`src/rtl/pwmtimer_update_ctrl.sv`:
```
// pwmtimer_update_ctrl: run/stop sequencer and shadow-register update
// scheduler for one pwmtimer_16bits. New carrier configuration is held in a
// shadow and only copied to the timer on a carrier sync event (or at once in
// IDLE), so countmax/count_mode never change in the middle of a period.
module pwmtimer_update_ctrl #(
  parameter int unsigned    CW      = 16,
  parameter int unsigned    DIVW    = 8,
  parameter logic [CW-1:0]  DEF_MAX = 16'h00FF
) (
  input  logic            clk_i,
  input  logic            rst_ni,
  input  logic            cfg_valid_i,
  output logic            cfg_ready_o,
  input  logic [CW-1:0]   cfg_countmax_i,
  input  logic [CW-1:0]   cfg_init_i,
  input  logic [1:0]      cfg_mode_i,
  input  logic [1:0]      cfg_syncmode_i,
  input  logic [DIVW-1:0] cfg_upd_div_i,
  input  logic            start_i,
  input  logic            stop_i,
  input  logic            tmr_sync_i,
  output logic            tmr_rst_o,
  output logic            tmr_ce_o,
  output logic [CW-1:0]   tmr_countmax_o,
  output logic [CW-1:0]   tmr_init_o,
  output logic [1:0]      tmr_mode_o,
  output logic [1:0]      tmr_syncmode_o,
  output logic            running_o,
  output logic            upd_done_o
);

  typedef enum logic [1:0] {
    S_IDLE,
    S_LOAD,
    S_RUN,
    S_STOP
  } state_e;

  state_e          state_q, state_d;
  logic            tmr_rst_q, tmr_ce_q, running_q;

  logic            pending_q;
  logic [DIVW-1:0] sync_cnt_q;
  logic [CW-1:0]   sh_countmax_q, sh_init_q;
  logic [1:0]      sh_mode_q, sh_syncmode_q;
  logic [DIVW-1:0] sh_div_q;

  logic [CW-1:0]   tmr_countmax_q, tmr_init_q;
  logic [1:0]      tmr_mode_q, tmr_syncmode_q;
  logic            upd_done_q;

  logic            accept;
  logic            sync_hit;
  logic            apply;

  // The shadow is free whenever nothing is waiting to be applied.
  assign cfg_ready_o = ~pending_q;
  assign accept      = cfg_valid_i & ~pending_q;
  // Syncs only advance the divider while running with an update waiting.
  assign sync_hit    = (state_q == S_RUN) & pending_q & tmr_sync_i;
  assign apply       = pending_q &
                       ((state_q == S_IDLE) | (sync_hit & (sync_cnt_q == sh_div_q)));

  // Next-state decision for the run/stop sequencer.
  always_comb begin
    // NOTE: default assignment first so every path drives state_d; otherwise a latch is inferred.
    state_d = state_q;
    unique case (state_q)
      S_IDLE: if (start_i && !stop_i) state_d = S_LOAD;
      S_LOAD: state_d = stop_i ? S_IDLE : S_RUN;
      S_RUN:  if (stop_i) state_d = S_STOP;
      S_STOP: if (tmr_sync_i) state_d = S_IDLE;
      default: state_d = S_IDLE;
    endcase
  end

  // State register with timer controls decoded from the destination state,
  // so the outputs are registered and line up with the state they belong to.
  always_ff @(posedge clk_i or negedge rst_ni) begin
    if (!rst_ni) begin
      // NOTE: sequential state always uses non-blocking assignments so every register samples pre-edge values.
      state_q   <= S_IDLE;
      tmr_rst_q <= 1'b1;
      tmr_ce_q  <= 1'b0;
      running_q <= 1'b0;
    end else begin
      state_q   <= state_d;
      tmr_rst_q <= (state_d == S_IDLE) || (state_d == S_LOAD);
      tmr_ce_q  <= (state_d != S_IDLE);
      running_q <= (state_d == S_RUN) || (state_d == S_STOP);
    end
  end

  // Shadow capture, pending flag and update divider.
  always_ff @(posedge clk_i or negedge rst_ni) begin
    if (!rst_ni) begin
      // NOTE: the shadow is reset too, so a reset always discards a pending update and leaves no X in flight.
      pending_q     <= 1'b0;
      sync_cnt_q    <= '0;
      sh_countmax_q <= '0;
      sh_init_q     <= '0;
      sh_mode_q     <= '0;
      sh_syncmode_q <= '0;
      sh_div_q      <= '0;
    end else if (accept) begin
      pending_q     <= 1'b1;
      sync_cnt_q    <= '0;
      sh_countmax_q <= cfg_countmax_i;
      sh_init_q     <= cfg_init_i;
      sh_mode_q     <= cfg_mode_i;
      sh_syncmode_q <= cfg_syncmode_i;
      sh_div_q      <= cfg_upd_div_i;
    end else if (apply) begin
      pending_q     <= 1'b0;
      sync_cnt_q    <= '0;
    end else if (sync_hit) begin
      sync_cnt_q    <= sync_cnt_q + 1'b1;
    end
  end

  // Applied configuration seen by the timer, plus the one-cycle done pulse.
  always_ff @(posedge clk_i or negedge rst_ni) begin
    if (!rst_ni) begin
      tmr_countmax_q <= DEF_MAX;
      tmr_init_q     <= '0;
      tmr_mode_q     <= 2'b00;
      tmr_syncmode_q <= 2'd3;
      upd_done_q     <= 1'b0;
    end else begin
      upd_done_q <= apply;
      if (apply) begin
        tmr_countmax_q <= sh_countmax_q;
        tmr_init_q     <= sh_init_q;
        tmr_mode_q     <= sh_mode_q;
        tmr_syncmode_q <= sh_syncmode_q;
      end
    end
  end

  assign tmr_rst_o      = tmr_rst_q;
  assign tmr_ce_o       = tmr_ce_q;
  assign running_o      = running_q;
  assign tmr_countmax_o = tmr_countmax_q;
  assign tmr_init_o     = tmr_init_q;
  assign tmr_mode_o     = tmr_mode_q;
  assign tmr_syncmode_o = tmr_syncmode_q;
  assign upd_done_o     = upd_done_q;

endmodule

```
`config.mk`:
```
export PLATFORM = sky130hd
export DESIGN_NAME = pwmtimer_update_ctrl
export DESIGN_NICKNAME = d
export VERILOG_FILES = /design/src/rtl/pwmtimer_update_ctrl.sv
export SDC_FILE = /design/constraint.sdc
export NUM_CORES = 1
export LEC_CHECK = 0
export BUFFER_PORTS_ARGS = -buffer_cell sky130_fd_sc_hd__buf_2
export CORE_UTILIZATION = 35
export DETAILED_ROUTE_END_ITERATION = 10
export PLACE_DENSITY_LB_ADDON = 0.15
export SETUP_SLACK_MARGIN = 0.5
export SLEW_MARGIN = 20
export SYNTH_ARGS = -nofsm -noshare
export SYNTH_HDL_FRONTEND = slang
export SYNTH_SLANG_ARGS = --single-unit
```
`constraint.sdc`:
```
create_clock -name clk_i -period 2.4 [get_ports clk_i]
set_clock_uncertainty 0.2 [all_clocks]
set_input_delay 0.24 -clock clk_i [delete_from_list [all_inputs] [get_ports clk_i]]
set_output_delay 0.24 -clock clk_i [all_outputs]
set_load 0.03 [all_outputs]
```
==> metrics.md, run 1 <==
| Metric | Value |
|---|---|
| Status | complete, no violations |
| Syn_nets | 294 |
| Core area | ~10,000 um^2 |
| Critical Path End Type | flip-flop |
| Synthesized area | 3800 um^2 |
| Routed length per instance | 14.0 um |
| Setup TNS | 0 ns |
| PD cells | 1310 nW/um^2 |
| Global route overflow | 0 |
| Port-buffer cells | 90 |
| CP arrival | 2.07 ns |
| Kind of critical path | reg -> reg |
| Max FO, Critical Path | 5 |
| Slew Limit Fails | 0 |
| Worst IR drop on VDD | 554 uV |
| Reg2reg setup slack | about 0.36 ns |
| Area of the multi-input gates | 1370 um^2 |
| DRC errors left | 0 |
| Hold Crit Class | in -> async |
| Drt total wl | 7580 um |
| Fin crit share | a little over four fifths |
| Vias per cell | between 4 and 5 |
| Clock Sinks | 94 |
| Max cap viols | 0 |
| Register area share after synthesis | 62.3% |
| Die width | 106 um |
| Final WS setup | ~0.36 ns |
| FF+latch area | 2370 um^2 |
| Most frequent cells in the layout | 89 x buf_2, 82 x dfrtp_1, 65 x mux2_2 |
| Setup crit start kind | flip-flop |
| FF+latch count, synth | 94 |
| Most common cell after layout, fill and taps aside | buf_2 |
| Unrepaired setup endpoints after global routing | yes |
| DR vias | 2,468 |
| Util after Layout | roughly half |
| Min Hold Slack | 0.198 ns |
| Tmin final | 2.04 ns |
| Final Wtd Congestion | 0.680 |
| Top Ports | 91 |
| DR iter-0 viols | 47 |
| Clock Tree Buf Depth | 2 |
| Post-synthesis area per instance | 15.6 um^2 |
| Fillers | 951 |
| Vias in the first global route | 2,640 |
| Pleak | 2.36 nW |
| Initial antenna violation count | 0 |
| Worst-skew pair later-pin latency | 0.35 ns |
| Worst-margin pin slew | 0.542 ns |
| Area delta synth->final | 37.8% |
| R2R Path End | tmr_countmax_o[9] |
| Worst Path Required | 2.43 ns |
| Post-DRT Antenna Nets | 0 |
| TritonCTS clock tree | built |
| Hold Vio Cnt, Final | 0 |
| Die ar. | between 10,000 and 15,000 um^2 |
| Die Height | 106 um |
| Clock transition at path regs | 0.10 ns |
| Setup WS pre-CTS | around 0.16 ns |
| Row cnt | 37 |
| RR Startpoint | state_q[0] |
| Nets@finish | 451 |
| Warnings, synthesis | 0 |
| Clock root cell | clkbuf_8 |
| GRT Resource Usage Total | 14.9% |
| Detailed placement HPWL | 4600 um |
| First-pass GRT wire length | between 10,000 and 15,000 um |
| First-pass iteration count of the detailed router | 4 |
| Yosys cell types | 36 |
| Fmax | 0.491 GHz |
| Total power | 6.85 mW |
| Slew HR | 63.9% |
| Htree depth | 3 |
| Initial core utilization | about 36% |
| Num CTS Buffers | 9 |
| Largest net degree at the start of global routing | 44 |
| Finish-stage setup viols | 0 |
| Gate Count Post-Synth | 243 |
| Reg2Reg Depth | 5 |
| Layout cells sized above 1 | 56.3% |
| N_diodes | 0 |
==> worst max-delay path by stage <==
stage / start / end / slack [ns]
after detailed placement: sync_cnt_q[0] / tmr_init_o[9] / 0.16
after global placement: sync_cnt_q[5] / tmr_init_o[13] / 0.19
after CTS: state_q[0] / tmr_init_o[2] / 0.36
after global routing: sync_cnt_q[5] / tmr_init_o[4] / 0.30
after floorplan: running_o / tmr_countmax_o[10] / 0.19
final: state_q[0] / tmr_countmax_o[9] / 0.36
==> routing by layer <==
metal / wire length, um / global-route usage, % / vias up
li1: - / - / 1170
met1: 3430 / 18.8 / 1229
met2: 3640 / 24.2 / 59
met3: 380 / 4.23 / 10
met4: 129 / 5.56 / 0
met5: 0 / 0 / -
==> synthesized netlist by cell type <==
master	number	share of area (%)
nand4b_1	1	0.23
mux2_4	10	4.0
or2_2	1	0.16
nand3_1	1	0.13
buf_12	2	1.1
mux2_1	1	0.30
o211ai_1	1	0.20
o31a_1	1	0.23
nand2_1	6	0.59
inv_1	4	0.40
inv_6	1	0.23
dfrtp_1	83	55
nand3_2	1	0.26
and3_1	1	0.16
buf_1	2	0.20
and4b_1	1	0.26
mux2i_1	1	0.26
o21bai_1	1	0.20
a21oi_1	1	0.13
o41ai_1	1	0.23
buf_6	2	0.59
mux2_2	69	20
nor2b_1	1	0.16
ha_1	1	0.33
nor4_1	2	0.33
buf_8	1	0.40
nor3_1	9	1.2
xnor2_1	12	2.8
dfstp_2	11	7.6
nor3b_1	1	0.20
xor2_1	3	0.69
o21ai_0	1	0.13
nand4_1	3	0.49
buf_4	1	0.20
or3_1	1	0.16
clkbuf_1	4	0.40
==> power breakdown <==
group / switching [mW] / internal (mW)
combinational: 1.61 / 1.47
clock: 0.555 / 0.415
sequential: 0.379 / 2.41
==> registers in the layout, summed over array words and instances (netlist names), 2 cells and up <==
register and cells:
sh_syncmode_q 2, tmr_syncmode_o 2, sh_countmax_q 16, sh_init_q 16, tmr_init_o 16, tmr_countmax_o 16, sh_mode_q 2, sh_div_q 8
tmr_mode_o 2, sync_cnt_q 8
==> repair_timing <==
action,CTS,global route
pin swaps,1,0
gates resized for setup,13,0
endpoints found under the setup margin,44,44
gates cloned,3,0
endpoints found under the hold margin,81,0
setup buffers,9,1
hold buffers,48,0
==> critical path, stage by stage, from the launching register on <==
cell	delay, ns
dfrtp_1	0.40
and4b_1	0.28
nand3_2	0.10
o31a_4	0.49
inv_4	0.15
mux2_4	0.30
==> cell families after synthesis <==
group                    share of synthesized area (%)
adder cells (fa/ha/maj)                          0.329
AND/OR/NAND/NOR                                   4.35
flip-flops                                        62.3
multiplexers                                      25.0
AO/OA/AOI/OAI                                     1.12
XOR/XNOR                                          3.46
buffers and inverters                             3.46
==> layout make-up <==
cell class / count / area share (%)
Timing Repair inverter: 3 / 0.646
Multi-Input combinational cell: 132 / 26.1
Clock buffer: 11 / 2.70
Clock inverter: 5 / 0.789
Timing Repair Buffer: 155 / 20.6
Sequential cell: 94 / 45.3
Tap cell: 136 / 3.25
Inverter: 5 / 0.670
==> stage by stage <==
stage	instances	cell area, um^2
CTS	540	5220
detailed placement	464	4420
global route	541	5230
floorplan	243	3830
global placement	464	4420
finish	541	5230
(Power assumes the default switching activity.)
==> inputs of run 2 (changes only) <==
Settings changed: ABC_AREA set to 1.
Clock period 2.4 ns to 1.7 ns, I/O delays scaled along.
==> run 2 against run 1 <==
  * The run now ends with negative setup slack left
  * Critical path depth rose by 4
  * Sequential share of layout area down 8.6 points
  * Largest cell class unchanged
  * Critical endpoint is now tmr_init_o[14]
  * Power rose by 77%
  * Critical path type unchanged
  * Global-route usage is 2.5 points higher
==> metrics.md, run 2 <==
| Metric | Value |
|---|---|
| CP arrival | 1.76 ns (-0.31 ns) |
| Slowest-stage cell, CP | dfrtp_1 |
| Post-synthesis area per instance | 11.0 um^2 (-29%) |
| Fin crit share | 101% (+16 points) |
| Post-synth top flop | dfrtp_1 |
| Finish-stage setup viols | 5 (+5) |
| Port-buffer cells | 90 (unchanged) |
| First-pass GRT wire length | 15,200 um (+17%) |
| Final Wtd Congestion | 0.721 (+6.0%) |
| DR iter-0 viols | 60 (+28%) |
| Failing checks | negative setup slack |
| Max FO, Critical Path | 7 (+2) |
| Status | finished, violations left |
| Async S/R FF share, synth | 100% (unchanged) |
| Core area | 10,500 um^2 (+0.44%) |
| RR Startpoint | sync_cnt_q[0] |
| Nets@finish | 595 (+32%) |
| Tmin final | 1.72 ns (-0.323 ns) |
| Synth area leaders | dfrtp_1 54%, mux2_2 12%, nand2_1 8.8%, dfstp_2 7.5%, nand3_1 5.4% |
| Worst-margin pin slew | 0.322 ns (-0.220 ns) |
| Worst Setup SP | sync_cnt_q[0] |
| Initial core utilization | 36.6% (+0.14 points) |
| PD cells | 1880 nW/um^2 (+43%) |
| FF+latch count, synth | 94 (unchanged) |
| Worst IR drop on VDD | 911 uV (+65%) |
| Kind of critical path | reg -> reg |
| Warnings, synthesis | 0 (unchanged) |
| Die Height | 107 um (+0.41%) |
| Global route overflow | 0 (unchanged) |
| Reg2reg setup slack | -0.02 ns (-0.38 ns) |
| Row cnt | 37 (unchanged) |
| Syn_nets | 398 (+35%) |
| Setup TNS | -0.0400 ns (-0.0400 ns) |
| CP cell instances | xnor2_1, nand2_1, nor2_1, nand3_1, nand2_2, nand2_4, clkbuf_16, nand2_1, nand2_1 |
| DRC errors left | 0 (unchanged) |
| Worst Path Required | 1.75 ns (-0.68 ns) |
| Register area share after synthesis | 61.8% (-0.51 points) |
| Min Hold Slack | 0.0403 ns (-0.157 ns) |
| Util after Layout | 61.8% (+12 points) |
| Die ar. | 11,400 um^2 (+0.81%) |
| Critical Path Most Common Cell | nand2_1 |
| Placed Cells | 583 (+26%) |
| Reg2Reg Depth | 9 (+4) |
| Clock root cell | clkbuf_8 |
| GRT Resource Usage Total | 17.4% (+2.5 points) |
| Htree depth | 3 (unchanged) |
| Total power | 12.1 mW (+77%) |
| Top Ports | 91 (unchanged) |
| Fillers | 882 (-7.3%) |
| Cell with the most instances after synthesis | nand2_1 |
| Setup crit start kind | flip-flop |
| Drt total wl | 9840 um (+30%) |
| Post-synth top area cell | dfrtp_1 |
| Max cap viols | 0 (unchanged) |
| Synthesized area | 3830 um^2 (+0.82%) |
| Top cell type's share of synthesized area | 54.2% (-0.45 points) |
| TritonCTS clock tree | built |
| CP max stage delay | 0.40 ns (-0.09 ns) |
| Pleak | 3.24 nW (+37%) |
| Worst-skew pair later-pin latency | 0.36 ns (about the same) |
| Post-Layout Cell Count | 685 (+27%) |
| Commonest cells post-synth | 90 x nand2_1, 83 x dfrtp_1, 41 x nand3_1 |
| Most common cell after layout, fill and taps aside | dfrtp_1 |
| DR vias | 3,095 (+25%) |
| Number of synthesized flops with an enable pin | 0 (unchanged) |
| Num CTS Buffers | 9 (unchanged) |
| Vias in the first global route | 3,072 (+16%) |
| Area delta synth->final | 68.8% |
| N_diodes | 0 (unchanged) |
| Gate Count Post-Synth | 347 (+43%) |
| Hold Vio Cnt, Final | 0 (unchanged) |
| Routed length per instance | 14.4 um (+2.5%) |
| Fmax | 0.583 GHz (+19%) |
| Clock Tree Buf Depth | 2 (unchanged) |
| Most frequent cells in the layout | 80 x dfrtp_1, 60 x nand2_1, 50 x buf_6 |
| Initial antenna violation count | 0 (unchanged) |
| Yosys cell types | 23 (-36%) |
| Unrepaired setup endpoints after global routing | yes |
| Critical Path End Type | flip-flop |
| Clock transition at path regs | 0.09 ns (about the same) |
| R2R Path End | tmr_init_o[14] |
| Slew Limit Fails | 0 (unchanged) |
| Slew HR | 78.5% (+15 points) |
| Post-DRT Antenna Nets | 0 (unchanged) |
| Die width | 107 um (+0.41%) |
| Largest net degree at the start of global routing | 38 (-14%) |
| First-pass iteration count of the detailed router | 4 (unchanged) |
| Hold Crit Class | in -> async |
| Final WS setup | -0.0158 ns (-0.377 ns) |
| Detailed placement HPWL | 5530 um (+20%) |
| Vias per cell | 4.52 (-0.96%) |
| Layout cells sized above 1 | 50.8% (-5.5 points) |
| Clock Sinks | 94 (unchanged) |
run 2: where the power goes:
| group | internal [mW] | switching (mW) |
|---|---|---|
| clock network | 0.687 | 0.794 |
| registers | 3.38 | 0.721 |
| logic | 3.43 | 3.12 |
| total | 7.49 | 4.63 |
run 2: kinds of logic (layout without fill, tap and decap cells):
group / Yosys count / count (layout) / share of synthesized area, %
XOR/XNOR: 11 / 11 / 2.52
AND/OR/NAND/NOR: 161 / 161 / 18.3
AO/OA/AOI/OAI: 7 / 7 / 0.980
buffers and inverters: 33 / 235 / 4.35
adder cells (fa/ha/maj): 1 / 1 / 0.327
multiplexers: 40 / 40 / 11.8
flip-flops: 94 / 94 / 61.8
run 2: routing by layer:
metal  global-route usage [%]  share of wire (%)  vias up
li1                         -                  -     1520
met1                     22.7                 45     1503
met2                     28.9                 51       60
met3                     2.92                3.2       12
met4                     6.75                1.4        0
met5                        0                  0        -
run 2: area by class of cell:
type                            count  area [um^2]  share of cell area (%)
Clock buffer                       11          131                    2.03
Clock inverter                      5         61.3                   0.949
Inverter                           16         67.6                    1.05
Multi-Input combinational cell    220         1700                    26.2
Sequential cell                    94         2370                    36.7
Tap cell                          136          170                    2.63
Timing Repair Buffer              203         1970                    30.4
run 2: critical path: cells and delay by family (launching register included):
kind | cells | cell delay [ns]
DFF | 1 | 0.40
buffers and inverters | 1 | 0.20
xor gates and xnor gates | 1 | 0.19
and+or+nand+nor | 7 | 0.61
run 2: worst max-delay path by stage:
| stage | endpoint | slack [ns] | cells past startpoint |
|---|---|---|---|
| floorplan | tmr_init_o[11] | -0.03 | 11 |
| global placement | tmr_syncmode_o[0] | -0.01 | 8 |
| detailed placement | tmr_init_o[9] | -0.01 | 9 |
| CTS | tmr_init_o[7] | 0.04 | 10 |
| global route | tmr_init_o[10] | -0.14 | 9 |
| finish | tmr_init_o[14] | -0.02 | 9 |
run 2: repair_timing:
| item | CTS | global route |
|---|---|---|
| cloned | 5 | 2 |
| pin swaps | 12 | 3 |
| buffers inserted | 19 | 14 |
| hold endpoints to repair | 135 | 0 |
| gates resized for setup | 118 | 92 |
| endpoints found under the setup margin | 132 | 133 |
| hold buffers | 46 | 0 |
run 2: per-stage QoR:
step,setup WS (ns),area (um^2)
global route,-0.140,6460
CTS,0.0415,5990
detailed placement,-0.0114,4640
global placement,-0.00974,4640
finish,-0.0158,6460
floorplan,-0.0258,3890
==> inputs of run 3 (changes only) <==
Settings changed: REMOVE_ABC_BUFFERS set to 1.
==> run 3 against run 2 <==
  * The flow finishes with violations (negative hold slack)
  * Count of clock-buffer cells in the layout unchanged
  * Flip-flop and latch count did not move
  * Cell count decreased by 0.44%
  * Non-clock buffer count decreased by 3
  * Setup slack improved by 0.036 ns
  * Power is 3.6% lower
  * Final area shrank 3.6%
  * Largest cell class unchanged
==> metrics.md, run 3 (synthesis gave the netlist of run 2 again) <==
| Metric | Value |
|---|---|
| Die width | 107 um (unchanged) |
| Max FO, Critical Path | 7 (unchanged) |
| Global route overflow | 0 (unchanged) |
| Final Wtd Congestion | 0.766 (+6.2%) |
| PD cells | 1880 nW/um^2 (about the same) |
| Hold path startpoint | tmr_sync_i |
| Vias per cell | 4.52 (about the same) |
| Most common cell after layout, fill and taps aside | dfrtp_1 |
| CP arrival | 1.73 ns (-0.03 ns) |
| Setup crit start kind | flip-flop |
| Vias in the first global route | 3,079 (+0.23%) |
| N_diodes | 0 (unchanged) |
| Fmax | 0.595 GHz (+2.1%) |
| Post-DRT Antenna Nets | 0 (unchanged) |
| Top Ports | 91 (unchanged) |
| Failing checks | negative hold slack |
| DR iter-0 viols | 95 (+58%) |
| Reg2reg setup slack | 0.02 ns (+0.04 ns) |
| Pleak | 3.06 nW (-5.6%) |
| Clock Tree Buf Depth | 2 (unchanged) |
| First-pass iteration count of the detailed router | 4 (unchanged) |
| RR Startpoint | pending_q |
| Reg2Reg Depth | 7 (-2) |
| Num CTS Buffers | 9 (unchanged) |
| Routed length per instance | 14.1 um (-1.6%) |
| Drt total wl | 9640 um (-2.0%) |
| Clock root cell | clkbuf_8 |
| Worst IR drop on VDD | 930 uV (+2.1%) |
| Hold endpoint | running_o |
| Finish-stage setup viols | 0 (-5) |
| Hold Vio Cnt, Final | 1 (+1) |
| Layout cells sized above 1 | 46.2% (-4.7 points) |
| Area delta synth->final | 62.7% |
| GRT Resource Usage Total | 18.0% (+0.58 points) |
| Fin crit share | 98.8% (-2.1 points) |
| DRC errors left | 0 (unchanged) |
| DR vias | 3,083 (-0.39%) |
| Clock Sinks | 94 (unchanged) |
| WHS Path Cells | 3 |
| Initial antenna violation count | 0 (unchanged) |
| TritonCTS clock tree | built |
| Port-buffer cells | 90 (unchanged) |
| R2R Path End | sh_div_q[2] |
| Unrepaired setup endpoints after global routing | yes |
| Total power | 11.7 mW (-3.6%) |
| Critical Path End Type | flip-flop |
| Worst-margin pin slew | 0.456 ns (+0.134 ns) |
| Most frequent cells in the layout | 83 x dfrtp_1, 80 x nand2_1, 48 x buf_2, 48 x buf_6, 46 x dlygate4sd3_1 |
| Slew HR | 69.6% (-8.9 points) |
| Hold Crit Class | in -> reg |
| Worst-skew pair later-pin latency | 0.35 ns (about the same) |
| First-pass GRT wire length | 15,600 um (+3.2%) |
| Htree depth | 3 (unchanged) |
| Initial core utilization | 36.6% (unchanged) |
| Max cap viols | 0 (unchanged) |
| Status | finished, violations left |
| Util after Layout | 59.5% (-2.2 points) |
| Worst Path Required | 1.75 ns (about the same) |
| Die ar. | 11,400 um^2 (unchanged) |
| Row cnt | 37 (unchanged) |
| Placed Area | 4640 um^2 (-0.11%) |
| Tmin final | 1.68 ns (-0.0359 ns) |
| Fillers | 909 (+3.1%) |
| Setup TNS | 0 ns (+0.0400 ns) |
| Kind of critical path | reg -> reg |
| Core area | 10,500 um^2 (unchanged) |
| Slew Limit Fails | 0 (unchanged) |
| Nets@finish | 592 (-0.50%) |
| Clock transition at path regs | 0.09 ns (about the same) |
| Detailed placement HPWL | 5700 um (+3.0%) |
| Final instance area | 6230 um^2 (-3.6%) |
| Min Hold Slack | -0.000522 ns (-0.0408 ns) |
| Die Height | 107 um (unchanged) |
| Largest net degree at the start of global routing | 34 (-11%) |
run 3: final cells by class:
cell class | count | area [um^2] | area share, %
tap | 136 | 170 | 2.73
clock inverter | 5 | 81.3 | 1.31
multi-input combinational | 220 | 1440 | 23.1
inverter | 16 | 67.6 | 1.08
timing repair buffer | 200 | 1960 | 31.5
sequential | 94 | 2370 | 38.0
clock buffer | 11 | 141 | 2.27
run 3: worst max-delay path by stage:
stage	slack (ns)	end	cells past startpoint	startpoint
global route	-0.08	tmr_syncmode_o[0]	8	sh_div_q[0]
floorplan	-1.82	sync_cnt_q[0]	9	pending_q
detailed placement	-0.07	tmr_init_o[8]	10	sync_cnt_q[4]
CTS	0.03	tmr_init_o[8]	11	sync_cnt_q[1]
global placement	-0.03	tmr_countmax_o[11]	9	sync_cnt_q[5]
finish	0.02	sh_div_q[2]	7	pending_q
run 3: metal layers:
| metal | GRT usage [%] | up-vias | part of all wire [%] | routed length (um) |
|---|---|---|---|---|
| met4 | 5.87 | 0 | 1.1 | 109 |
| li1 | - | 1517 | - | - |
| met2 | 27.4 | 64 | 45 | 4370 |
| met5 | 0 | - | 0 | 0 |
| met1 | 25.7 | 1492 | 50 | 4780 |
| met3 | 3.53 | 10 | 3.9 | 378 |
run 3: per-stage QoR:
stage / hold WS (ns) / worst slack [ns] / std cells
after floorplan: -0.326 / -1.82 / 330
after global placement: -0.0472 / -0.0300 / 586
after detailed placement: -0.0438 / -0.0722 / 586
after CTS: -0.0865 / 0.0345 / 663
after global routing: 0.00585 / -0.0826 / 682
final: -0.000522 / 0.0200 / 682
run 3: repair_timing:
item | in CTS | in global routing
gates cloned | 6 | 0
hold buffers | 46 | 0
setup buffers | 9 | 19
hold endpoints to repair | 129 | 0
pin swaps | 1 | 6
gates resized for setup | 100 | 48
setup endpoints to repair | 133 | 133
run 3: power by group:
group          switching, mW  internal [mW]  total (mW)
Clock                  0.796          0.873        1.67
Combinational           2.95           3.03        5.98
Sequential             0.668           3.37        4.03
run 3: worst max-delay path: stages, from the launching register on:
cell and delay [ns]:
dfrtp_1 0.41, buf_6 0.12, buf_6 0.12, inv_8 0.06
nand2_8 0.11, buf_12 0.16, buf_16 0.13, mux2_2 0.26
